$ cat config.mk
export PLATFORM = sky130hd
export DESIGN_NAME = noc_apb_ni_flat
export DESIGN_NICKNAME = d
export VERILOG_FILES = /design/src/rtl/noc_apb_ni.sv /design/src/rtl/noc_apb_ni_if.sv /design/src/flat_wrapper.sv
export SDC_FILE = /design/constraint.sdc
export NUM_CORES = 1
export LEC_CHECK = 0
export ABC_AREA = 1
export CAP_MARGIN = 20
export CORE_AREA = 2 2 176 178
export DETAILED_ROUTE_END_ITERATION = 8
export DIE_AREA = 0 0 178 180
export GPL_TIMING_DRIVEN = 0
export PLACE_DENSITY = 0.91
export SETUP_SLACK_MARGIN = 0.2
export SLEW_MARGIN = 0
export SYNTH_ARGS = -nofsm -noshare
export SYNTH_HDL_FRONTEND = slang
export SYNTH_SLANG_ARGS = --single-unit
export TNS_END_PERCENT = 1
$ cat constraint.sdc
create_clock -name i_clk -period 2.5 [get_ports i_clk]
set_clock_uncertainty 0.15 [all_clocks]
set_input_delay 0.375 -clock i_clk [delete_from_list [all_inputs] [get_ports i_clk]]
set_output_delay 0.375 -clock i_clk [all_outputs]
set_load 0.02 [all_outputs]
$ cat src/rtl/noc_apb_ni.sv
// Mesh network interface bridging one router port and two local APB buses.
//   i_clk, i_srst_n : clock, synchronous active-low reset
//   ini_apb         : APB slave side; local initiator transfers become request packets
//                     (paddr[31:28]=dstX, [27:24]=dstY, [23:0]=remote offset)
//   tgt_apb         : APB master side; incoming requests are replayed on the local peripheral
//   o_niToRouter    : registered packet to router, all zero when idle
//   i_routerToNi    : packet from router
//   o_dropCount     : saturating count of discarded packets
// Packet: [83]valid [82]resp [81]write [80]err [79:76]dstX [75:72]dstY [71:68]srcX
//         [67:64]srcY [63:32]addr [31:0]data
package pa_noc;
  localparam int unsigned APB_PACKET_WIDTH = 84;

  typedef struct packed {
    logic        valid;
    logic        resp;
    logic        write;
    logic        err;
    logic [3:0]  dst_x;
    logic [3:0]  dst_y;
    logic [3:0]  src_x;
    logic [3:0]  src_y;
    logic [31:0] addr;
    logic [31:0] data;
  } pkt_t;
endpackage

module noc_apb_ni #(
  parameter int unsigned GRID_WIDTH     = 4,
  parameter int unsigned NODE_X         = 0,
  parameter int unsigned NODE_Y         = 0,
  parameter int unsigned TIMEOUT_CYCLES = 256
) (
  input  logic                i_clk,
  input  logic                i_srst_n,
  noc_apb_ni_if.slave         ini_apb,
  noc_apb_ni_if.master        tgt_apb,
  output logic [83:0]         o_niToRouter,
  input  logic [83:0]         i_routerToNi,
  output logic [7:0]          o_dropCount
);
  import pa_noc::*;

  if (GRID_WIDTH < 2 || GRID_WIDTH > 16) begin : g_bad_grid
    $error("noc_apb_ni: GRID_WIDTH must be within 2..16");
  end
  if (NODE_X >= GRID_WIDTH) begin : g_bad_x
    $error("noc_apb_ni: NODE_X must be below GRID_WIDTH");
  end
  if (NODE_Y >= GRID_WIDTH) begin : g_bad_y
    $error("noc_apb_ni: NODE_Y must be below GRID_WIDTH");
  end
  if (TIMEOUT_CYCLES == 0) begin : g_bad_tmo
    $error("noc_apb_ni: TIMEOUT_CYCLES must be non-zero");
  end
  if (APB_PACKET_WIDTH != 84) begin : g_bad_pkt
    $error("noc_apb_ni: pa_noc::APB_PACKET_WIDTH must be 84");
  end

  localparam logic [3:0] OWN_X = 4'(NODE_X);
  localparam logic [3:0] OWN_Y = 4'(NODE_Y);

  localparam logic [1:0] I_IDLE = 2'd0;
  localparam logic [1:0] I_SEND = 2'd1;
  localparam logic [1:0] I_WAIT = 2'd2;
  localparam logic [1:0] I_DONE = 2'd3;

  localparam logic [1:0] T_IDLE   = 2'd0;
  localparam logic [1:0] T_SETUP  = 2'd1;
  localparam logic [1:0] T_ACCESS = 2'd2;
  localparam logic [1:0] T_RESP   = 2'd3;

  pkt_t rx;
  pkt_t tx_next;
  assign rx = i_routerToNi;

  // Initiator state
  logic [1:0]  ini_state;
  logic        ini_write;
  logic [31:0] ini_addr;
  logic [31:0] ini_wdata;
  logic [31:0] ini_rdata;
  logic        ini_err;
  logic [31:0] ini_count;

  // Target state
  logic [1:0]  tgt_state;
  logic [3:0]  tgt_src_x;
  logic [3:0]  tgt_src_y;
  logic        tgt_write;
  logic [31:0] tgt_addr;
  logic [31:0] tgt_wdata;
  logic [31:0] tgt_rdata;
  logic        tgt_err;

  logic [3:0] req_x;
  logic [3:0] req_y;
  logic       req_bad;
  logic       rx_for_me;
  logic       rsp_match;
  logic       tgt_take;
  logic       drop;
  logic       ini_inject;

  assign req_x   = ini_apb.paddr[31:28];
  assign req_y   = ini_apb.paddr[27:24];
  assign req_bad = (32'(req_x) >= GRID_WIDTH) || (32'(req_y) >= GRID_WIDTH) ||
                   (req_x == OWN_X && req_y == OWN_Y);

  assign rx_for_me = rx.valid && rx.dst_x == OWN_X && rx.dst_y == OWN_Y;
  assign rsp_match = rx_for_me && rx.resp && ini_state == I_WAIT &&
                     rx.src_x == ini_addr[31:28] && rx.src_y == ini_addr[27:24] &&
                     rx.addr == {8'h0, ini_addr[23:0]};
  assign tgt_take  = rx_for_me && !rx.resp && tgt_state == T_IDLE;
  // Every valid packet that neither FSM consumes is a discard.
  assign drop      = rx.valid && !rsp_match && !tgt_take;

  // Target responses have priority; a blocked request simply stays in I_SEND.
  always_comb begin
    tx_next    = '0;
    ini_inject = 1'b0;
    if (tgt_state == T_RESP) begin
      tx_next.valid = 1'b1;
      tx_next.resp  = 1'b1;
      tx_next.write = tgt_write;
      tx_next.err   = tgt_err;
      tx_next.dst_x = tgt_src_x;
      tx_next.dst_y = tgt_src_y;
      tx_next.src_x = OWN_X;
      tx_next.src_y = OWN_Y;
      tx_next.addr  = tgt_addr;
      tx_next.data  = tgt_rdata;
    end else if (ini_state == I_SEND) begin
      ini_inject    = 1'b1;
      tx_next.valid = 1'b1;
      tx_next.write = ini_write;
      tx_next.dst_x = ini_addr[31:28];
      tx_next.dst_y = ini_addr[27:24];
      tx_next.src_x = OWN_X;
      tx_next.src_y = OWN_Y;
      tx_next.addr  = {8'h0, ini_addr[23:0]};
      tx_next.data  = ini_write ? ini_wdata : '0;
    end
  end

  always_ff @(posedge i_clk) begin
    if (!i_srst_n) begin
      ini_state <= I_IDLE;
      ini_write <= 1'b0;
      ini_addr  <= '0;
      ini_wdata <= '0;
      ini_rdata <= '0;
      ini_err   <= 1'b0;
      ini_count <= '0;
    end else begin
      case (ini_state)
        I_IDLE: begin
          if (ini_apb.psel && !ini_apb.penable) begin
            ini_write <= ini_apb.pwrite;
            ini_addr  <= ini_apb.paddr;
            ini_wdata <= ini_apb.pwdata;
            if (req_bad) begin
              ini_err   <= 1'b1;
              ini_rdata <= '0;
              ini_state <= I_DONE;
            end else begin
              ini_state <= I_SEND;
            end
          end
        end
        I_SEND: begin
          if (ini_inject) begin
            ini_count <= '0;
            ini_state <= I_WAIT;
          end
        end
        I_WAIT: begin
          if (rsp_match) begin
            ini_rdata <= rx.data;
            ini_err   <= rx.err;
            ini_state <= I_DONE;
          end else if (ini_count == TIMEOUT_CYCLES - 1) begin
            ini_rdata <= '0;
            ini_err   <= 1'b1;
            ini_state <= I_DONE;
          end else begin
            ini_count <= ini_count + 32'd1;
          end
        end
        default: begin
          ini_rdata <= '0;
          ini_err   <= 1'b0;
          ini_state <= I_IDLE;
        end
      endcase
    end
  end

  always_ff @(posedge i_clk) begin
    if (!i_srst_n) begin
      tgt_state <= T_IDLE;
      tgt_src_x <= '0;
      tgt_src_y <= '0;
      tgt_write <= 1'b0;
      tgt_addr  <= '0;
      tgt_wdata <= '0;
      tgt_rdata <= '0;
      tgt_err   <= 1'b0;
    end else begin
      case (tgt_state)
        T_IDLE: begin
          if (tgt_take) begin
            tgt_src_x <= rx.src_x;
            tgt_src_y <= rx.src_y;
            tgt_write <= rx.write;
            tgt_addr  <= rx.addr;
            tgt_wdata <= rx.data;
            tgt_state <= T_SETUP;
          end
        end
        T_SETUP: tgt_state <= T_ACCESS;
        T_ACCESS: begin
          if (tgt_apb.pready) begin
            tgt_rdata <= tgt_write ? '0 : tgt_apb.prdata;
            tgt_err   <= tgt_apb.pslverr;
            tgt_state <= T_RESP;
          end
        end
        default: tgt_state <= T_IDLE;
      endcase
    end
  end

  always_ff @(posedge i_clk) begin
    if (!i_srst_n) begin
      o_niToRouter <= '0;
      o_dropCount  <= '0;
    end else begin
      o_niToRouter <= tx_next;
      if (drop && o_dropCount != 8'hFF) begin
        o_dropCount <= o_dropCount + 8'd1;
      end
    end
  end

  assign ini_apb.pready  = (ini_state == I_DONE);
  assign ini_apb.prdata  = (ini_state == I_DONE) ? ini_rdata : '0;
  assign ini_apb.pslverr = (ini_state == I_DONE) && ini_err;

  assign tgt_apb.psel    = (tgt_state == T_SETUP) || (tgt_state == T_ACCESS);
  assign tgt_apb.penable = (tgt_state == T_ACCESS);
  assign tgt_apb.pwrite  = tgt_write;
  assign tgt_apb.paddr   = {8'h0, tgt_addr[23:0]};
  assign tgt_apb.pwdata  = tgt_wdata;
endmodule

$ cat src/rtl/noc_apb_ni_if.sv
// APB bus bundle used on both local sides of noc_apb_ni.
//   master modport : drives psel/penable/pwrite/paddr/pwdata, receives pready/prdata/pslverr
//   slave modport  : receives the request signals, drives pready/prdata/pslverr
interface noc_apb_ni_if;
  logic        psel;
  logic        penable;
  logic        pwrite;
  logic [31:0] paddr;
  logic [31:0] pwdata;
  logic        pready;
  logic [31:0] prdata;
  logic        pslverr;

  modport master (
    output psel, penable, pwrite, paddr, pwdata,
    input  pready, prdata, pslverr
  );

  modport slave (
    input  psel, penable, pwrite, paddr, pwdata,
    output pready, prdata, pslverr
  );
endinterface

$ cat src/flat_wrapper.sv
// flat-port wrapper written by rule: the top's interface ports become plain ports
module noc_apb_ni_flat import pa_noc::*;
#(
  parameter int unsigned GRID_WIDTH     = 4,
  parameter int unsigned NODE_X         = 0,
  parameter int unsigned NODE_Y         = 0,
  parameter int unsigned TIMEOUT_CYCLES = 256
)
  (i_clk, i_srst_n, o_niToRouter, i_routerToNi, o_dropCount, ini_apb_psel, ini_apb_penable, ini_apb_pwrite, ini_apb_paddr, ini_apb_pwdata, ini_apb_pready, ini_apb_prdata, ini_apb_pslverr, tgt_apb_psel, tgt_apb_penable, tgt_apb_pwrite, tgt_apb_paddr, tgt_apb_pwdata, tgt_apb_pready, tgt_apb_prdata, tgt_apb_pslverr);
  noc_apb_ni_if ini_apb_i ();
  noc_apb_ni_if tgt_apb_i ();
  input  logic i_clk;
  input  logic i_srst_n;
  output logic [83:0] o_niToRouter;
  input  logic [83:0] i_routerToNi;
  output logic [7:0] o_dropCount;
  input wire logic [$bits(ini_apb_i.psel)-1:0] ini_apb_psel;
  input wire logic [$bits(ini_apb_i.penable)-1:0] ini_apb_penable;
  input wire logic [$bits(ini_apb_i.pwrite)-1:0] ini_apb_pwrite;
  input wire logic [$bits(ini_apb_i.paddr)-1:0] ini_apb_paddr;
  input wire logic [$bits(ini_apb_i.pwdata)-1:0] ini_apb_pwdata;
  output wire logic [$bits(ini_apb_i.pready)-1:0] ini_apb_pready;
  output wire logic [$bits(ini_apb_i.prdata)-1:0] ini_apb_prdata;
  output wire logic [$bits(ini_apb_i.pslverr)-1:0] ini_apb_pslverr;
  output wire logic [$bits(tgt_apb_i.psel)-1:0] tgt_apb_psel;
  output wire logic [$bits(tgt_apb_i.penable)-1:0] tgt_apb_penable;
  output wire logic [$bits(tgt_apb_i.pwrite)-1:0] tgt_apb_pwrite;
  output wire logic [$bits(tgt_apb_i.paddr)-1:0] tgt_apb_paddr;
  output wire logic [$bits(tgt_apb_i.pwdata)-1:0] tgt_apb_pwdata;
  input wire logic [$bits(tgt_apb_i.pready)-1:0] tgt_apb_pready;
  input wire logic [$bits(tgt_apb_i.prdata)-1:0] tgt_apb_prdata;
  input wire logic [$bits(tgt_apb_i.pslverr)-1:0] tgt_apb_pslverr;
  assign ini_apb_i.psel = ini_apb_psel;
  assign ini_apb_i.penable = ini_apb_penable;
  assign ini_apb_i.pwrite = ini_apb_pwrite;
  assign ini_apb_i.paddr = ini_apb_paddr;
  assign ini_apb_i.pwdata = ini_apb_pwdata;
  assign ini_apb_pready = ini_apb_i.pready;
  assign ini_apb_prdata = ini_apb_i.prdata;
  assign ini_apb_pslverr = ini_apb_i.pslverr;
  assign tgt_apb_psel = tgt_apb_i.psel;
  assign tgt_apb_penable = tgt_apb_i.penable;
  assign tgt_apb_pwrite = tgt_apb_i.pwrite;
  assign tgt_apb_paddr = tgt_apb_i.paddr;
  assign tgt_apb_pwdata = tgt_apb_i.pwdata;
  assign tgt_apb_i.pready = tgt_apb_pready;
  assign tgt_apb_i.prdata = tgt_apb_prdata;
  assign tgt_apb_i.pslverr = tgt_apb_pslverr;
  noc_apb_ni #(.GRID_WIDTH(GRID_WIDTH), .NODE_X(NODE_X), .NODE_Y(NODE_Y), .TIMEOUT_CYCLES(TIMEOUT_CYCLES)) u_core (.i_clk(i_clk), .i_srst_n(i_srst_n), .ini_apb(ini_apb_i), .tgt_apb(tgt_apb_i), .o_niToRouter(o_niToRouter), .i_routerToNi(i_routerToNi), .o_dropCount(o_dropCount));
endmodule
==> parameters.txt, run 1 <==
Parameter                              Value

Power and ir drop
  Power density relative to cell area ... 840 nW/um2
  Standby leakage power ... 8.30 nW
  Power consumption ... 17.0 mW
  Worst IR Drop VDD ... 0.605 mV

Final layout
  Number of filler cells placed in the layout ... 2447
  Layout Utilization ... 67.1%
  Area Overhead vs Synth ... 38.9%
  Fraction of layout instances using a drive strength above 1 ... 10.0%
  Most frequent standard cell in the layout excluding fill and tap cells ... nand2_1
  Most used cells in the layout excluding fill and tap cells ... nand2_1 (360), inv_1 (326), clkdlybuf4s50_1 (326)
  Finished Layout Cells ... 2905
  Net count, final ... 2674
  Post-route standard cell area excluding fillers ... 20300 um2

Drt
  Number of search-and-repair iterations in the first detailed-routing pass ... 7
  Antenna viol nets, final ... 0
  Routed wirelength normalized by instance count ... 17.9 um
  DRC viols ... 0
  Final routed wirelength across all metal layers ... 52100 um
  Initial DRC count ... 1321
  Vias/cell ... 5.31
  Via total after detailed routing ... 15.4k

STA
  Final worst setup slack ... 189 ps
  Accumulated negative setup slack ... 0 ps
  Slew @ Worst Pin ... 761 ps
  Portion of the clock cycle consumed by the worst path in the final layout ... 92.5%
  Max-slew violation count ... 0
  Final hold slack ... 297 ps
  Unrepaired setup endpoints after global routing ... true
  Total of endpoints with negative setup slack in the final report ... 0
  Maximum achievable frequency ... 433 MHz
  Final hold violations ... 0
  Worst max-slew margin expressed relative to the limit ... 49.3%
  Post-layout minimum cycle time ... 2310 ps

Critical path
  CP top delay family ... simple AND/OR/NAND/NOR gates
  Largest fanout of any net on the critical path ... 10
  Worst path bufs/invs ... 4
  Beginning of the worst register-to-register path ... u_core.ini_state[0]
  Data required time at the worst endpoint ... 2800 ps
  Number of cells on the worst reg-to-reg path ... 16
  Chain of cells forming the critical path ... inv_4 > ha_4 > buf_6 > nand3_4 > inv_2 > nand2_1 > nor2_1 > nand2_1 > nor2_4 > nand2_4 > nand2_8 > nand3_4 > buf_8 > nand2_1 > nand2_1 > nor2_1
  CP most frequent cell ... nand2_1
  Endpoint kind of the worst setup timing path ... flip-flop
  R2R setup slack ... 190 ps
  Arrival @ worst endpoint ... 2610 ps
  Startpoint Class ... flip-flop
  Path type of the worst setup path ... reg -> reg
  Max stage delay on crit path ... 370 ps
  Slowest cell on the critical path ... dfxtp_4
  Capture instance of the worst register-to-register path ... u_core.ini_rdata[20]

Global route
  First-pass GRT wire length ... 79100 um
  Overflow after GRT ... 0
  Via count of the first global-routing pass ... 15.0k
  Maximum number of pins on one net before global-route repair ... 15
  Initial antenna violation count ... 5
  Aggregate global-route resource usage ... 31.2%

Synthesis
  Synth Cell Area ... 14600 um2
  Number of enable-type register cells in the synthesized netlist ... 0
  Async set-or-reset flop fraction in the synthesized netlist ... 0%
  Portion of the post-synthesis area used by sequential elements ... 44.4%
  Post-synthesis sequential element count ... 324
  Main flop type after synthesis ... dfxtp_1
  Number of synthesis warnings ... 0
  Distinct cells, synth ... 34
  Syn avg cell area ... 7.09 um2
  Synthesized netlist cell count ... 2058

Place
  DPL Wire Length ... 39600 um
  Cell area after placement ... 18800 um2
  Worst slack at placement ... -879 ps
  Number of placed cells counting well taps ... 2831
  Routability Congestion ... 1.00
  IO Port Bufs ... 362

Floorplan
  # rows ... 64
  Floorplan Core Area ... 30200 um2
  Full die area ... 32000 um2
  Starting density of the core ... 48.3%
  Chip width ... 178 um
  Height of the die ... 180 um
  # IOs ... 380

Clock tree
  Number of H-tree levels ... 2
  Clock tree from TritonCTS ... done
  TritonCTS Buffers ... 36
  Worst-case clock buffer depth ... 3
  Clock root buffer ... clkbuf_16
  Clock edge transition at the registers on the reported setup and hold paths ... 60 ps
  Source-to-sink clock delay at the later pin of the worst-skew pair ... 540 ps
  Number of clock sinks seen by CTS ... 324
  CTS Hold Bufs ... 0

Worst hold path
  Hold EP ... u_core.o_niToRouter[63]
  Min-delay worst type ... reg -> reg
  Launch point of the worst hold path ... u_core.tgt_addr[31]
  Hold path cells ... 2

Run
  Number of maximum-capacitance violations ... 0

Outcome
  Outcome ... finished, final reports clean
-- worst reg2reg max path, stage by stage, from the launching register on --
cell and delay [ps]:
dfxtp_4 370, inv_4 80, ha_4 130, buf_6 140, nand3_4 90, inv_2 70
nand2_1 50, nor2_1 80, nand2_1 80, nor2_4 180, nand2_4 130, nand2_8 150
nand3_4 130, buf_8 180, nand2_1 60, nand2_1 40, nor2_1 120
-- state kept, by name (all words and copies together), names as in the netlist, 4 cells and up --
| signal | count |
|---|---|
| u_core.tgt_addr | 32 |
| u_core.tgt_rdata | 32 |
| u_core.tgt_src_y | 4 |
| u_core.o_dropCount | 8 |
| u_core.ini_wdata | 32 |
| u_core.o_niToRouter | 76 |
| u_core.ini_addr | 32 |
| u_core.ini_rdata | 32 |
| u_core.ini_count | 32 |
| u_core.tgt_apb.pwdata | 32 |
| u_core.tgt_src_x | 4 |
-- kinds of logic (layout without fill, tap and decap cells) --
kind of cell | count (synthesis) | after routing | synth area share (%)
simple gates | 804 | 804 | 23.1
buf+inv | 516 | 946 | 14.5
compound gates | 386 | 386 | 16.1
flops | 324 | 324 | 44.4
xor+xnor | 17 | 17 | 1.02
fa+ha+maj | 10 | 10 | 0.857
other cells | 1 | 22 | 0.0257
-- synth_stat cells (3+ instances only) --
library cell	number	area (um2)
ha_1	10	125
xnor2_1	7	61.3
nor2_1	264	991
inv_1	327	1230
inv_2	25	93.8
o32ai_1	32	280
o21ai_0	79	395
dfxtp_1	324	6490
nand4_1	60	375
nand2_1	375	1410
nor3b_1	5	37.5
clkbuf_1	96	360
a21oi_1	136	681
o22ai_1	32	200
clkinv_1	5	18.8
buf_1	7	26.3
buf_4	42	315
a211oi_1	104	781
o21ai_1	3	15.0
nor3_1	17	85.1
nand3_1	68	340
buf_2	14	70.1
xor2_1	10	87.6
-- worst max path at each step --
| stage | to | cells past startpoint | startpoint |
|---|---|---|---|
| floorplan | u_core.ini_count[29] | 14 | u_core.ini_state[0] |
| global placement | u_core.tgt_apb.pwrite | 7 | i_routerToNi[83] |
| detailed placement | u_core.tgt_apb.pwrite | 7 | i_routerToNi[83] |
| CTS | u_core.o_niToRouter[55] | 6 | u_core.tgt_state[0] |
| global route | u_core.ini_rdata[2] | 15 | u_core.ini_addr[5] |
| finish | u_core.ini_rdata[20] | 16 | u_core.ini_state[0] |
-- routing by layer --
layer,up-vias,routed length [um],part of all wire (%),track usage (%)
li1,7404,-,-,-
met1,7115,20300,39,38.2
met2,784,24500,47,52.8
met3,136,5040,9.7,6.35
met4,0,2270,4.4,13.5
met5,-,0,0,0
-- timing repair --
action / in CTS / in global routing
pin swaps: 1 / 27
gates resized for setup: 119 / 137
cloned: 0 / 0
endpoints found under the setup margin: 319 / 311
buffers inserted: 3 / 1
-- power by group --
group	internal [mW]	switching (mW)
clock	3.22	2.21
sequential	5.86	0.406
combinational	1.94	3.39
-- cell type report --
cell class	instances	area, um2	area share, %
timing repair buffer	366	3510	17.3
buffer	159	951	4.69
sequential	324	6500	32.1
multi-input combinational	1233	6220	30.7
clock buffer	52	1070	5.28
clock inverter	12	160	0.790
inverter	357	1340	6.62
antenna	6	15.0	0.0741
tap	396	495	2.44
(Power assumes the default switching activity.)
==> inputs of run 2 (changes only) <==
Settings changed: CELL_PAD_IN_SITES_DETAIL_PLACEMENT set to 1, CELL_PAD_IN_SITES_GLOBAL_PLACEMENT set to 1, CORE_AREA 2 2 176 178 to 2 2 208 210, CTS_CLUSTER_DIAMETER set to 30, DIE_AREA 0 0 178 180 to 0 0 210 212.
==> run 2 against run 1 <==
The flow now finishes with violations (negative setup slack); clock power increased by 99%; worst setup slack lost 240 ps; core utilization decreased by 15 points; register-to-register slack worse by 200 ps; global-route usage decreased by 0.89 points; critical path depth fell by 2; flip-flop and latch count stayed put; sequential power is 1% higher; non-clock buffer count is 13 higher; first-iteration DRC count shrank 19%; highest routed layer unchanged.
==> parameters.txt, run 2 (same netlist as run 1, synthesis figures left out) <==
Parameter                              Value

Place
  DPL Wire Length ... 47600 um (+20%)
  Routability Congestion ... 0.968 (-3.6%)
  Worst slack at placement ... -1180 ps (-300 ps)
  Cell area after placement ... 19000 um2 (+1.0%)
  IO Port Bufs ... 362 (unchanged)

Clock tree
  TritonCTS Buffers ... 78 (+120%)
  Source-to-sink clock delay at the later pin of the worst-skew pair ... 620 ps (+80 ps)
  CTS Hold Bufs ... 0 (unchanged)
  Worst-case clock buffer depth ... 3 (unchanged)
  Clock edge transition at the registers on the reported setup and hold paths ... 50 ps (about the same)
  Number of H-tree levels ... 3 (+1)
  Clock root buffer ... clkbuf_16
  Number of clock sinks seen by CTS ... 324 (unchanged)
  Clock tree from TritonCTS ... done

Power and ir drop
  Internal power summed over all cells ... 15.0 mW (+36%)
  Fraction of power spent switching nets ... 34.3% (-0.97 points)
  Comb pwr share ... 25.2% (-6.1 points)
  Portion of total power attributed to the clock network ... 47.1% (+15 points)
  Power density relative to cell area ... 1030 nW/um2 (+23%)
  Worst IR Drop VDD ... 0.590 mV (-2.4%)
  Seq pwr share ... 27.7% (-9.1 points)
  Standby leakage power ... 9.14 nW (+10%)
  Net Sw Power ... 7.84 mW (+31%)

Global route
  Via count of the first global-routing pass ... 18.1k (+21%)
  Aggregate global-route resource usage ... 30.3% (-0.89 points)
  Initial antenna violation count ... 5 (unchanged)
  Maximum number of pins on one net before global-route repair ... 13 (-2)
  Overflow after GRT ... 0 (unchanged)
  First-pass GRT wire length ... 104000 um (+32%)

Run
  Number of maximum-capacitance violations ... 0 (unchanged)

Critical path
  Capture instance of the worst register-to-register path ... u_core.ini_rdata[15]
  Largest fanout of any net on the critical path ... 9 (-1)
  Path type of the worst setup path ... in -> reg
  Data required time at the worst endpoint ... 2840 ps (+40 ps)
  Arrival @ worst endpoint ... 2900 ps (+290 ps)
  Startpoint Class ... input port
  Number of cells on the worst reg-to-reg path ... 13 (-3)
  R2R setup slack ... -10 ps (-200 ps)
  Beginning of the worst register-to-register path ... u_core.ini_addr[10]
  Endpoint kind of the worst setup timing path ... flip-flop

Floorplan
  Floorplan Core Area ... 42500 um2 (+41%)
  Height of the die ... 212 um (+18%)
  Starting density of the core ... 34.3% (-14 points)
  Full die area ... 44500 um2 (+39%)
  # rows ... 76 (+19%)
  Chip width ... 210 um (+18%)
  # IOs ... 380 (unchanged)

Drt
  DRC viols ... 0 (unchanged)
  Initial DRC count ... 1068 (-19%)
  Number of search-and-repair iterations in the first detailed-routing pass ... 5 (-2)
  Antenna viol nets, final ... 0 (unchanged)
  Vias/cell ... 5.32 (+0.18%)
  Via total after detailed routing ... 16.8k (+8.6%)
  Routed wirelength normalized by instance count ... 22.5 um (+25%)
  Final routed wirelength across all metal layers ... 70900 um (+36%)

Final layout
  Net count, final ... 2729 (+2.1%)
  Most flops, register ... u_core.o_niToRouter
  Most frequent standard cell in the layout excluding fill and tap cells ... nand2_1
  Fraction of layout instances using a drive strength above 1 ... 12.8% (+2.8 points)
  Post-route standard cell area excluding fillers ... 22100 um2 (+9.1%)
  Number of flip-flops under the largest register name ... 76 (unchanged)
  Most used cells in the layout excluding fill and tap cells ... nand2_1 (371), clkdlybuf4s50_1 (326), inv_1 (325)
  Area Overhead vs Synth ... 51.4%

Worst hold path
  Hold EP ... u_core.tgt_rdata[31]
  Hold path cells ... 3 (+1)
  Launch point of the worst hold path ... tgt_apb_prdata[31]
  Min-delay worst type ... in -> reg

STA
  Final worst setup slack ... -55.7 ps (-244 ps)
  Unrepaired setup endpoints after global routing ... true
  Max-slew violation count ... 0 (unchanged)
  Worst max-slew margin expressed relative to the limit ... 37.6% (-12 points)
  Maximum achievable frequency ... 391 MHz (-9.6%)
  Post-layout minimum cycle time ... 2560 ps (+244 ps)
  Total of endpoints with negative setup slack in the final report ... 1 (+1)
  Portion of the clock cycle consumed by the worst path in the final layout ... 102% (+9.8 points)
  Final hold violations ... 0 (unchanged)
  Slew @ Worst Pin ... 936 ps (+175 ps)

Outcome
  Outcome ... complete, but fails checks
  Violated checks ... negative setup slack
run 2: stage by stage:
stage          hold slack (ps)  util [%]  cells  power [mW]  TNS (ps)
6_report                   223      52.0   3149        22.9     -55.7
2_1_floorplan              266         -   2073        9.35         0
3_5_place_dp               281      44.6   2981        11.3   -141940
3_3_place_gp               278      44.6   2981        10.9   -117380
5_1_grt                    237      52.0   3147        23.8     -67.6
4_1_cts                    208      51.4   3130        22.3      -369
run 2: how the worst max path moves through the flow:
stage	slack (ps)	cells after the start	endpoint	startpoint
6_report	-60	14	u_core.ini_rdata[15]	i_routerToNi[76]
5_1_grt	-70	13	u_core.ini_rdata[15]	u_core.ini_count[0]
4_1_cts	-30	15	u_core.ini_rdata[13]	u_core.ini_state[0]
3_5_place_dp	-1180	7	u_core.tgt_apb.pwrite	i_routerToNi[83]
3_3_place_gp	-1190	7	u_core.tgt_apb.pwrite	i_routerToNi[83]
2_1_floorplan	430	14	u_core.ini_count[29]	u_core.ini_state[0]
run 2: power by group through the flow:
stage / Sequential (mW) / Combinational (mW) / Clock, mW
2_1_floorplan: 6.26 / 3.09 / 0
3_3_place_gp: 6.28 / 4.66 / 0
3_5_place_dp: 6.33 / 4.96 / 0
4_1_cts: 6.28 / 5.23 / 10.8
5_1_grt: 6.38 / 6.23 / 11.1
6_report: 6.33 / 5.76 / 10.8
run 2: layout make-up:
cell class / instances / area [um2]
fill: 5110 / 20400
sequential: 324 / 6500
multi-input combinational: 1233 / 6210
timing repair buffer: 379 / 3610
clock buffer: 97 / 2160
inverter: 357 / 1340
buffer: 159 / 931
tap: 546 / 683
clock inverter: 48 / 644
antenna: 6 / 15.0
run 2: critical path: stages:
cell	delay [ps]
clkdlybuf4s50_1	420
inv_1	80
nand2_1	110
nor2_1	150
nand3_1	310
nor2_1	220
nand2_1	110
nor2_4	170
nand2_4	110
nand2_8	130
buf_8	140
nand4_1	290
nand2_1	190
nor2_1	70
run 2: per-layer routing:
metal / vias to the layer above / wire length, um / global-route usage (%) / share of wire, %
li1: 7537 / - / - / -
met3: 233 / 5840 / 8.30 / 8.2
met4: 0 / 3910 / 15.5 / 5.5
met1: 8135 / 26500 / 32.7 / 37
met2: 861 / 34700 / 54.5 / 49
met5: - / 0 / 0 / 0
run 2: timing repair:
| item | in CTS | in global routing |
|---|---|---|
| pin swaps | 4 | 9 |
| hold endpoints to repair | 0 | 0 |
| endpoints found under the setup margin | 334 | 218 |
| setup buffers | 4 | 13 |
| resized for setup | 197 | 47 |
| gates cloned | 0 | 0 |
==> inputs of run 3 (changes only) <==
Settings changed: GPL_ROUTABILITY_DRIVEN set to 0.
==> run 3 against run 2 <==
The run still ends with negative setup slack left; via count rose by 2.6%; die area unchanged; core utilization is 0.22 points higher; flip-flop and latch count unchanged.
==> parameters.txt, run 3 (same netlist as run 1, synthesis figures left out) <==
Parameter                              Value

Final layout
  Most used cells in the layout excluding fill and tap cells ... nand2_1 (368), inv_1 (325), clkdlybuf4s50_1 (325)
  Area Overhead vs Synth ... 52.1%
  Sequential cell area in the final layout ... 6500 um2 (unchanged)
  Most flops, register ... u_core.o_niToRouter
  Most frequent standard cell in the layout excluding fill and tap cells ... nand2_1
  Number of filler cells placed in the layout ... 5117 (+0.14%)
  Post-route standard cell area excluding fillers ... 22200 um2 (+0.42%)
  Layout Utilization ... 52.2% (+0.22 points)
  Number of flip-flops under the largest register name ... 76 (unchanged)
  Area of the multi-input gates ... 6270 um2 (+0.87%)
  Net count, final ... 2732 (+0.11%)
  Fraction of layout instances using a drive strength above 1 ... 13.5% (+0.71 points)

Drt
  Final routed wirelength across all metal layers ... 73000 um (+3.0%)
  Initial DRC count ... 1242 (+16%)
  DRC viols ... 0 (unchanged)
  Routed wirelength normalized by instance count ... 23.2 um (+2.8%)
  Vias/cell ... 5.45 (+2.4%)
  Via total after detailed routing ... 17.2k (+2.6%)
  Antenna viol nets, final ... 0 (unchanged)
  Number of search-and-repair iterations in the first detailed-routing pass ... 7 (+2)

STA
  Slew @ Worst Pin ... 963 ps (+27.5 ps)
  Total of endpoints with negative setup slack in the final report ... 8 (+7)
  Final hold violations ... 0 (unchanged)
  Worst max-slew margin expressed relative to the limit ... 35.8% (-1.8 points)
  Portion of the clock cycle consumed by the worst path in the final layout ... 104% (+1.3 points)
  Accumulated negative setup slack ... -421 ps (-365 ps)
  Max-slew violation count ... 0 (unchanged)
  Unrepaired setup endpoints after global routing ... true
  Final worst setup slack ... -88.8 ps (-33.1 ps)
  Post-layout minimum cycle time ... 2590 ps (+33.1 ps)
  Maximum achievable frequency ... 386 MHz (-1.3%)

Clock tree
  Clock edge transition at the registers on the reported setup and hold paths ... 50 ps (about the same)
  Number of clock sinks seen by CTS ... 324 (unchanged)
  Clock tree from TritonCTS ... done
  Number of H-tree levels ... 3 (unchanged)
  Clock root buffer ... clkbuf_16
  Source-to-sink clock delay at the later pin of the worst-skew pair ... 620 ps (about the same)
  Worst-case clock buffer depth ... 3 (unchanged)
  TritonCTS Buffers ... 81 (+3.8%)
  CTS Hold Bufs ... 0 (unchanged)

Power and ir drop
  Power density relative to cell area ... 1030 nW/um2 (-0.40%)
  Worst IR Drop VDD ... 0.534 mV (-9.5%)
  Standby leakage power ... 9.11 nW (-0.39%)
  Power consumption ... 22.9 mW (about the same)

Critical path
  Endpoint kind of the worst setup timing path ... flip-flop
  Slowest cell on the critical path ... dfxtp_1
  Beginning of the worst register-to-register path ... u_core.ini_addr[22]
  R2R setup slack ... -90 ps (-80 ps)
  Max stage delay on crit path ... 390 ps (-30 ps)
  Path type of the worst setup path ... reg -> reg
  Chain of cells forming the critical path ... inv_1 > nand2_1 > nand2_1 > nor3b_1 > nand2_1 > nor2_1 > nand3_1 > o21ai_4 > nand2_1 > a21oi_1
  Data required time at the worst endpoint ... 2860 ps (+20 ps)
  Capture instance of the worst register-to-register path ... u_core.o_dropCount[3]
  Largest fanout of any net on the critical path ... 8 (-1)
  CP most frequent cell ... nand2_1
  Number of cells on the worst reg-to-reg path ... 10 (-3)
  Arrival @ worst endpoint ... 2950 ps (+50 ps)
  Startpoint Class ... flip-flop

Worst hold path
  Launch point of the worst hold path ... tgt_apb_prdata[31]
  Hold EP ... u_core.tgt_rdata[31]
  Hold path cells ... 3 (unchanged)
  Min-delay worst type ... in -> reg

Floorplan
  Floorplan Core Area ... 42500 um2 (unchanged)
  # IOs ... 380 (unchanged)
  Chip width ... 210 um (unchanged)
  Height of the die ... 212 um (unchanged)
  Starting density of the core ... 34.3% (unchanged)
  # rows ... 76 (unchanged)
  Full die area ... 44500 um2 (unchanged)

Outcome
  Violated checks ... negative setup slack
  Outcome ... complete, but fails checks

Global route
  Initial antenna violation count ... 7 (+2)
  Via count of the first global-routing pass ... 18.4k (+1.6%)
  Overflow after GRT ... 0 (unchanged)
  Aggregate global-route resource usage ... 31.1% (+0.72 points)
  Maximum number of pins on one net before global-route repair ... 13 (unchanged)
  First-pass GRT wire length ... 106000 um (+2.1%)

Place
  Worst slack at placement ... -1230 ps (-50.0 ps)
  Cell area after placement ... 19000 um2 (unchanged)
  IO Port Bufs ... 362 (unchanged)
  DPL Wire Length ... 47700 um (+0.23%)

Run
  Number of maximum-capacitance violations ... 0 (unchanged)
==> run 3: changes by cell type in the layout (fill, tap and decap cells not counted), moves of 4 or more <==
cell / delta
nor2_1: -5
buf_2: -11
clkinvlp_4: +8
nor2_2: +5
buf_4: +10
clkbuf_2: +7
a211oi_1: -4
clkbuf_16: +6
clkbuf_8: -9
a211oi_2: +5
==> run 3: cell type report <==
cell class / instances / share of cell area (%)
clock buffers: 102 / 9.90
clock inverters: 47 / 2.60
repair buffers: 378 / 16.4
multi-input cells: 1234 / 28.2
inverters: 357 / 6.07
diodes: 7 / 0.0789
well taps: 546 / 3.08
flip-flops and latches: 324 / 29.3
plain buffers: 159 / 4.32
==> run 3: repair_timing <==
item / in CTS / in global routing
cloned: 0 / 1
pin swaps: 12 / 9
setup endpoints to repair: 335 / 252
resized for setup: 245 / 33
setup buffers: 3 / 13
==> run 3: report_power, final <==
| part | leakage (nW) | internal (mW) | switching, mW |
|---|---|---|---|
| sequential | 2.63 | 5.88 | 0.469 |
| combinational | 5.14 | 1.95 | 3.87 |
| clock | 1.33 | 7.10 | 3.61 |
| total | 9.11 | 14.9 | 7.95 |
==> run 3: layer usage <==
layer  part of all wire [%]  vias to the layer above  wire (um)  GRT usage (%)
met3                    9.1                      361       6610           9.10
met2                     48                      984      34700           54.1
li1                       -                     7546          -              -
met5                      0                        -          0              0
met4                    7.3                        0       5340           21.1
met1                     36                     8307      26300           32.5
==> run 3: how the worst max path moves through the flow <==
stage	from	to	slack, ps	cells past startpoint
global route	u_core.ini_addr[22]	u_core.o_dropCount[3]	-110	10
detailed placement	i_routerToNi[83]	u_core.tgt_apb.pwrite	-1230	7
finish	u_core.ini_addr[22]	u_core.o_dropCount[3]	-90	10
global placement	i_routerToNi[83]	u_core.tgt_apb.pwrite	-1190	7
CTS	u_core.ini_state[0]	u_core.ini_rdata[12]	50	15
floorplan	u_core.ini_state[0]	u_core.ini_count[29]	430	14
==> run 3: worst max-delay path: cells and delay by family (launching register included) <==
| kind | cells | cell delay, ps |
|---|---|---|
| flops | 1 | 390 |
| buf+inv | 1 | 130 |
| simple gates | 7 | 1300 |
| compound gates | 2 | 520 |
==> run 3: through the flow <==
stage / instances / hold WS, ps
floorplan: 2073 / 266
global placement: 2981 / 278
detailed placement: 2981 / 289
CTS: 3133 / 221
global route: 3154 / 259
finish: 3154 / 243
==> RTL edit 1 (flow settings as in run 2) <==
Make the reset (`i_srst_n`) asynchronous in 3 clocked blocks. Comments in the files are not updated.
--- a/src/rtl/noc_apb_ni.sv
+++ b/src/rtl/noc_apb_ni.sv
@@ -144,5 +144,5 @@
   end
 
-  always_ff @(posedge i_clk) begin
+  always_ff @(posedge i_clk or negedge i_srst_n) begin
     if (!i_srst_n) begin
       ini_state <= I_IDLE;
@@ -197,5 +197,5 @@
   end
 
-  always_ff @(posedge i_clk) begin
+  always_ff @(posedge i_clk or negedge i_srst_n) begin
     if (!i_srst_n) begin
       tgt_state <= T_IDLE;
@@ -232,5 +232,5 @@
   end
 
-  always_ff @(posedge i_clk) begin
+  always_ff @(posedge i_clk or negedge i_srst_n) begin
     if (!i_srst_n) begin
       o_niToRouter <= '0;
Behaviour: differs if i_srst_n is asserted again (counterexample within 4 cycles, from zero or initial values and one cycle with i_srst_n low); with i_srst_n held inactive, the same outputs for 4 cycles.
==> RTL edit 1 against run 2 <==
  * Sequential cell count did not move
  * Wire length fell by 11%
  * Synthesized area rose by 1.2%
  * Worst setup slack improved by 0.042 ns
  * Final area rose by 4.3%
  * The run still ends with setup timing left
  * Global-route usage fell by 2.2 points
  * Total power rose by 15%
  * Utilization rose by 2.2 points
==> RTL edit 1: results (changes against run 2) <==
Synthesis
  • Dominant cells by area after synthesis: dfrtp_1 (55%), nand2_1 (9.9%), mux2_2 (5.9%)
  • Synth Area in Compound Gates: 0.0852 (-0.0760)
  • Synth Area in Adders: 0.00847 (-0.0000988)
  • Library cells used by synthesis: 41 (+21%)
  • Fraction of registers with async set/reset: 1.00 (+1.00)
  • Mean Syn Cell Area: 9.02 um^2 (+27%)
  • Synth Flop Type: dfrtp_1
  • Synth Area in XOR/XNOR: 0.0196 (+0.00937)
  • Post-synthesis mux area share: 0.0587 (+0.0587)

Drt
  • Met2 wire length: 32500 um (-6.3%)
  • Met3 Wirelength: 4360 um (-25%)
  • DR WL/cell: 23.1 um (+2.6%)
  • Metal-1 WL: 23000 um (-13%)

Timing
  • Final setup vio count: 1 (unchanged)
  • PnR worst setup slack: -0.0138 ns (+0.0419 ns)
  • Worst rel slew slack: 0.400 (+0.0235)

GRT
  • First-pass GRT wire length: 94700 um (-9.1%)
  • Vias in the first global route: 15.9k (-12%)
  • Largest net degree at the start of global routing: 120 (+107)
  • Global-route total usage across every layer: 0.282 (-0.0215)
  • GR Layer Usage met3: 0.0809 (-0.00207)

Status
  • Status: finished with violations
  • Violated checks: setup timing

Placement
  • Final GP Congestion: 0.900 (-7.0%)
  • Placement Setup Slack: -1.23 ns (-0.0481 ns)

Critical path
  • Cells on worst reg2reg path: 12 (-1)
  • CP max-delay cell: dfrtp_1
  • Worst path arrival time: 2.83 ns (-0.07 ns)
  • Startpoint types: flip-flop
  • R2r startpoint: u_core.ini_addr[14]$_DFFE_PN0P_

Cells and area
  • Share of layout cells above drive strength 1: 0.231 (+0.102)
  • # fillers: 4629 (-9.4%)
  • Nets: 2316 (-15%)

Clock tree
  • Resize count post-CTS: 188 (-4.6%)
  • Hold_buf cts: 1 (+1)
  • # Post-CTS Setup Buffers: 7 (+3)
  • Skew-Pair Late Insertion Delay: 0.60 ns (-0.02 ns)

Power and ir drop
  • Sequential power share: 0.267 (-0.010)
  • P_leak: 10.9 nW (+20%)
## RTL edit 1: how the worst min path moves through the flow
stage	depth (start not counted)	from	slack, ns	end
after detailed placement	1	i_srst_n	0.30	u_core.o_niToRouter[62]$_DFF_PN0_
after global placement	2	u_core.tgt_addr[31]$_DFFE_PN0P_	0.31	u_core.o_niToRouter[63]$_DFF_PN0_
after floorplan	0	i_srst_n	-0.07	u_core.ini_addr[0]$_DFFE_PN0P_
after global routing	3	tgt_apb_pslverr	0.18	u_core.tgt_err$_DFFE_PN0P_
after CTS	3	tgt_apb_pslverr	0.17	u_core.tgt_err$_DFFE_PN0P_
final	3	tgt_apb_pslverr	0.19	u_core.tgt_err$_DFFE_PN0P_
## RTL edit 1: cell type report
cell class	count	area share
sequential	324	0.352
multi-input combinational	1017	0.249
timing repair buffer	379	0.164
clock buffer	114	0.108
buffer	114	0.0353
inverter	197	0.0322
tap	546	0.0296
clock inverter	45	0.0295
antenna	2	0.000217
==> RTL edit 2 (settings of run 2) <==
Made on the original files. `TIMEOUT_CYCLES` is set to 256 in 2 places; all go to 192.
--- a/src/rtl/noc_apb_ni.sv
+++ b/src/rtl/noc_apb_ni.sv
@@ -30,5 +30,5 @@
   parameter int unsigned NODE_X         = 0,
   parameter int unsigned NODE_Y         = 0,
-  parameter int unsigned TIMEOUT_CYCLES = 256
+  parameter int unsigned TIMEOUT_CYCLES = 192
 ) (
   input  logic                i_clk,
--- a/src/flat_wrapper.sv
+++ b/src/flat_wrapper.sv
@@ -5,5 +5,5 @@
   parameter int unsigned NODE_X         = 0,
   parameter int unsigned NODE_Y         = 0,
-  parameter int unsigned TIMEOUT_CYCLES = 256
+  parameter int unsigned TIMEOUT_CYCLES = 192
 )
   (i_clk, i_srst_n, o_niToRouter, i_routerToNi, o_dropCount, ini_apb_psel, ini_apb_penable, ini_apb_pwrite, ini_apb_paddr, ini_apb_pwdata, ini_apb_pready, ini_apb_prdata, ini_apb_pslverr, tgt_apb_psel, tgt_apb_penable, tgt_apb_pwrite, tgt_apb_paddr, tgt_apb_pwdata, tgt_apb_pready, tgt_apb_prdata, tgt_apb_pslverr);
Behaviour: same outputs for any inputs over 4 cycles, from zero or initial values and one cycle with i_srst_n low; that may be too few to reach the edited logic, so the function may still have changed.
==> RTL edit 2 against run 2 <==
  * Worst setup slack improved by 0.20 ns
  * Synthesized area down 0.11%
  * Total power grew 1.4%
  * Wire length is 0.58% higher
  * Register-to-register slack improved by 0.15 ns
  * Final area grew 1.1%
  * Sequential cell count is the same
  * Count of clock-buffer cells in the layout grew 10
  * Synthesized cell count is 1.2% higher
==> RTL edit 2: results (changes against run 2) <==
Placement
  • # port buffers: 363 (+0.28%)
  • Post-placement cell area: 19000 um^2 (about the same)
  • Cells after DPL: 3007 (+0.87%)
  • Placed wire-length estimate: 48000 um (+0.82%)
  • Placement Setup Slack: -0.962 ns (+0.217 ns)

Timing
  • Final hold slack: 0.269 ns (+0.0459 ns)
  • Slew @ Worst Pin: 0.972 ns (+0.0366 ns)

GRT
  • Largest net degree at the start of global routing: 12 (-1)
  • Vias in the first global route: 18.5k (+2.3%)
  • First-pass GRT wire length: 106000 um (+1.5%)
  • Global-route total usage across every layer: 0.308 (+0.00492)
  • Initial antenna violation count: 10 (+5)

Critical path
  • CP max-delay cell: dfxtp_1
  • Slowest cell delay on critical path: 0.32 ns (-0.10 ns)
  • Internal reg-to-reg setup slack: 0.14 ns (+0.15 ns)
  • Worst R2R End: u_core.ini_rdata[13]$_SDFFE_PN0P_
  • Worst path arrival time: 2.71 ns (-0.19 ns)
  • R2r startpoint: u_core.ini_addr[4]$_SDFFE_PN0P_
  • Cells on worst reg2reg path: 14 (+1)

Cells and area
  • Buffering overhead: 0.206 (+0.000343)
  • Buffers, non-clock: 527 (-2.0%)
  • Multi-input logic portion of the cell area: 0.282 (+0.000730)
  • Layout area overhead: 53.3%
  • # fillers: 5109 (-0.020%)
  • CLK BUF: 107 (+10%)
  • Layout clock area frac: 0.128 (+0.000488)
  • Inverter count: 371 (+3.9%)
  • Fraction of area in registers: 0.291 (-0.00344)
  • Multi-input gates: 1251 (+1.5%)

Drt
  • Vias per Instance: 5.27 (-1.1%)
  • DR WL/cell: 22.4 um (-0.37%)
  • Total number of vias: 16.7k (-0.14%)
  • First-pass DRT Iterations: 6 (+1)

Power and ir drop
  • P_leak: 9.30 nW (+1.8%)

Clock tree
  • CTS Buf Count: 81 (+3.8%)
  • Skew-Pair Late Insertion Delay: 0.60 ns (-0.02 ns)

Synthesis
  • Seq/Total Area, Yosys: 0.445 (+0.000496)
  • Dominant cells by area after synthesis: dfxtp_1 (44%), nand2_1 (10%), inv_1 (9.5%)
  • Top post-synthesis cells by count: nand2_1 (394), inv_1 (368), dfxtp_1 (324)
  • Cells after Synth: 2083 (+1.2%)
  • Mean Syn Cell Area: 7.00 um^2 (-1.3%)
  • Library cells used by synthesis: 33 (-2.9%)

Status
  • Status: finished clean
==> RTL edit 2: worst max-delay path by stage <==
stage	from	end	slack, ns	cells past startpoint
final	u_core.ini_addr[4]$_SDFFE_PN0P_	u_core.ini_rdata[13]$_SDFFE_PN0P_	0.14	14
after global routing	u_core.ini_state[0]$_SDFFE_PN0P_	u_core.ini_rdata[13]$_SDFFE_PN0P_	0.01	15
after CTS	u_core.ini_state[0]$_SDFFE_PN0P_	u_core.ini_rdata[15]$_SDFFE_PN0P_	-0.04	14
after detailed placement	i_routerToNi[83]	u_core.ini_count[28]$_SDFFE_PN0P_	-0.96	12
after global placement	i_routerToNi[83]	u_core.ini_count[25]$_SDFFE_PN0P_	-0.88	11
after floorplan	u_core.ini_state[0]$_SDFFE_PN0P_	u_core.ini_err$_SDFFE_PN0P_	0.48	14
==> RTL edit 2: kinds of logic after synthesis <==
logic type / synth area share
flops: 0.445
buf+inv: 0.148
other cells: 0.000257
fa+ha+maj: 0.00858
simple gates: 0.227
compound gates: 0.161
xor+xnor: 0.0102
==> RTL edit 2: what timing repair did <==
action                                  in CTS  in global routing
endpoints found under the setup margin     332                335
pin swaps                                    1                 23
hold buffers                                 0                  0
buffers inserted                             2                  7
cloned                                       1                  2
resized for setup                          138                257
==> RTL edit 2: worst max-delay path: cells and delay by family (launching register included) <==
kind / cells / cell delay, ns
flops: 1 / 0.32
simple gates: 12 / 1.45
buf+inv: 2 / 0.33
==> RTL edit 2: metal layers <==
| layer | share of wire | global-route usage |
|---|---|---|
| met1 | 0.39 | 0.340 |
| met2 | 0.49 | 0.538 |
| met3 | 0.069 | 0.0783 |
| met4 | 0.056 | 0.182 |
| met5 | 0 | 0 |
==> RTL edit 2: power by group <==
part	internal (mW)	switching, mW
Combinational	2.08	3.78
Sequential	5.88	0.468
Clock	7.43	3.56
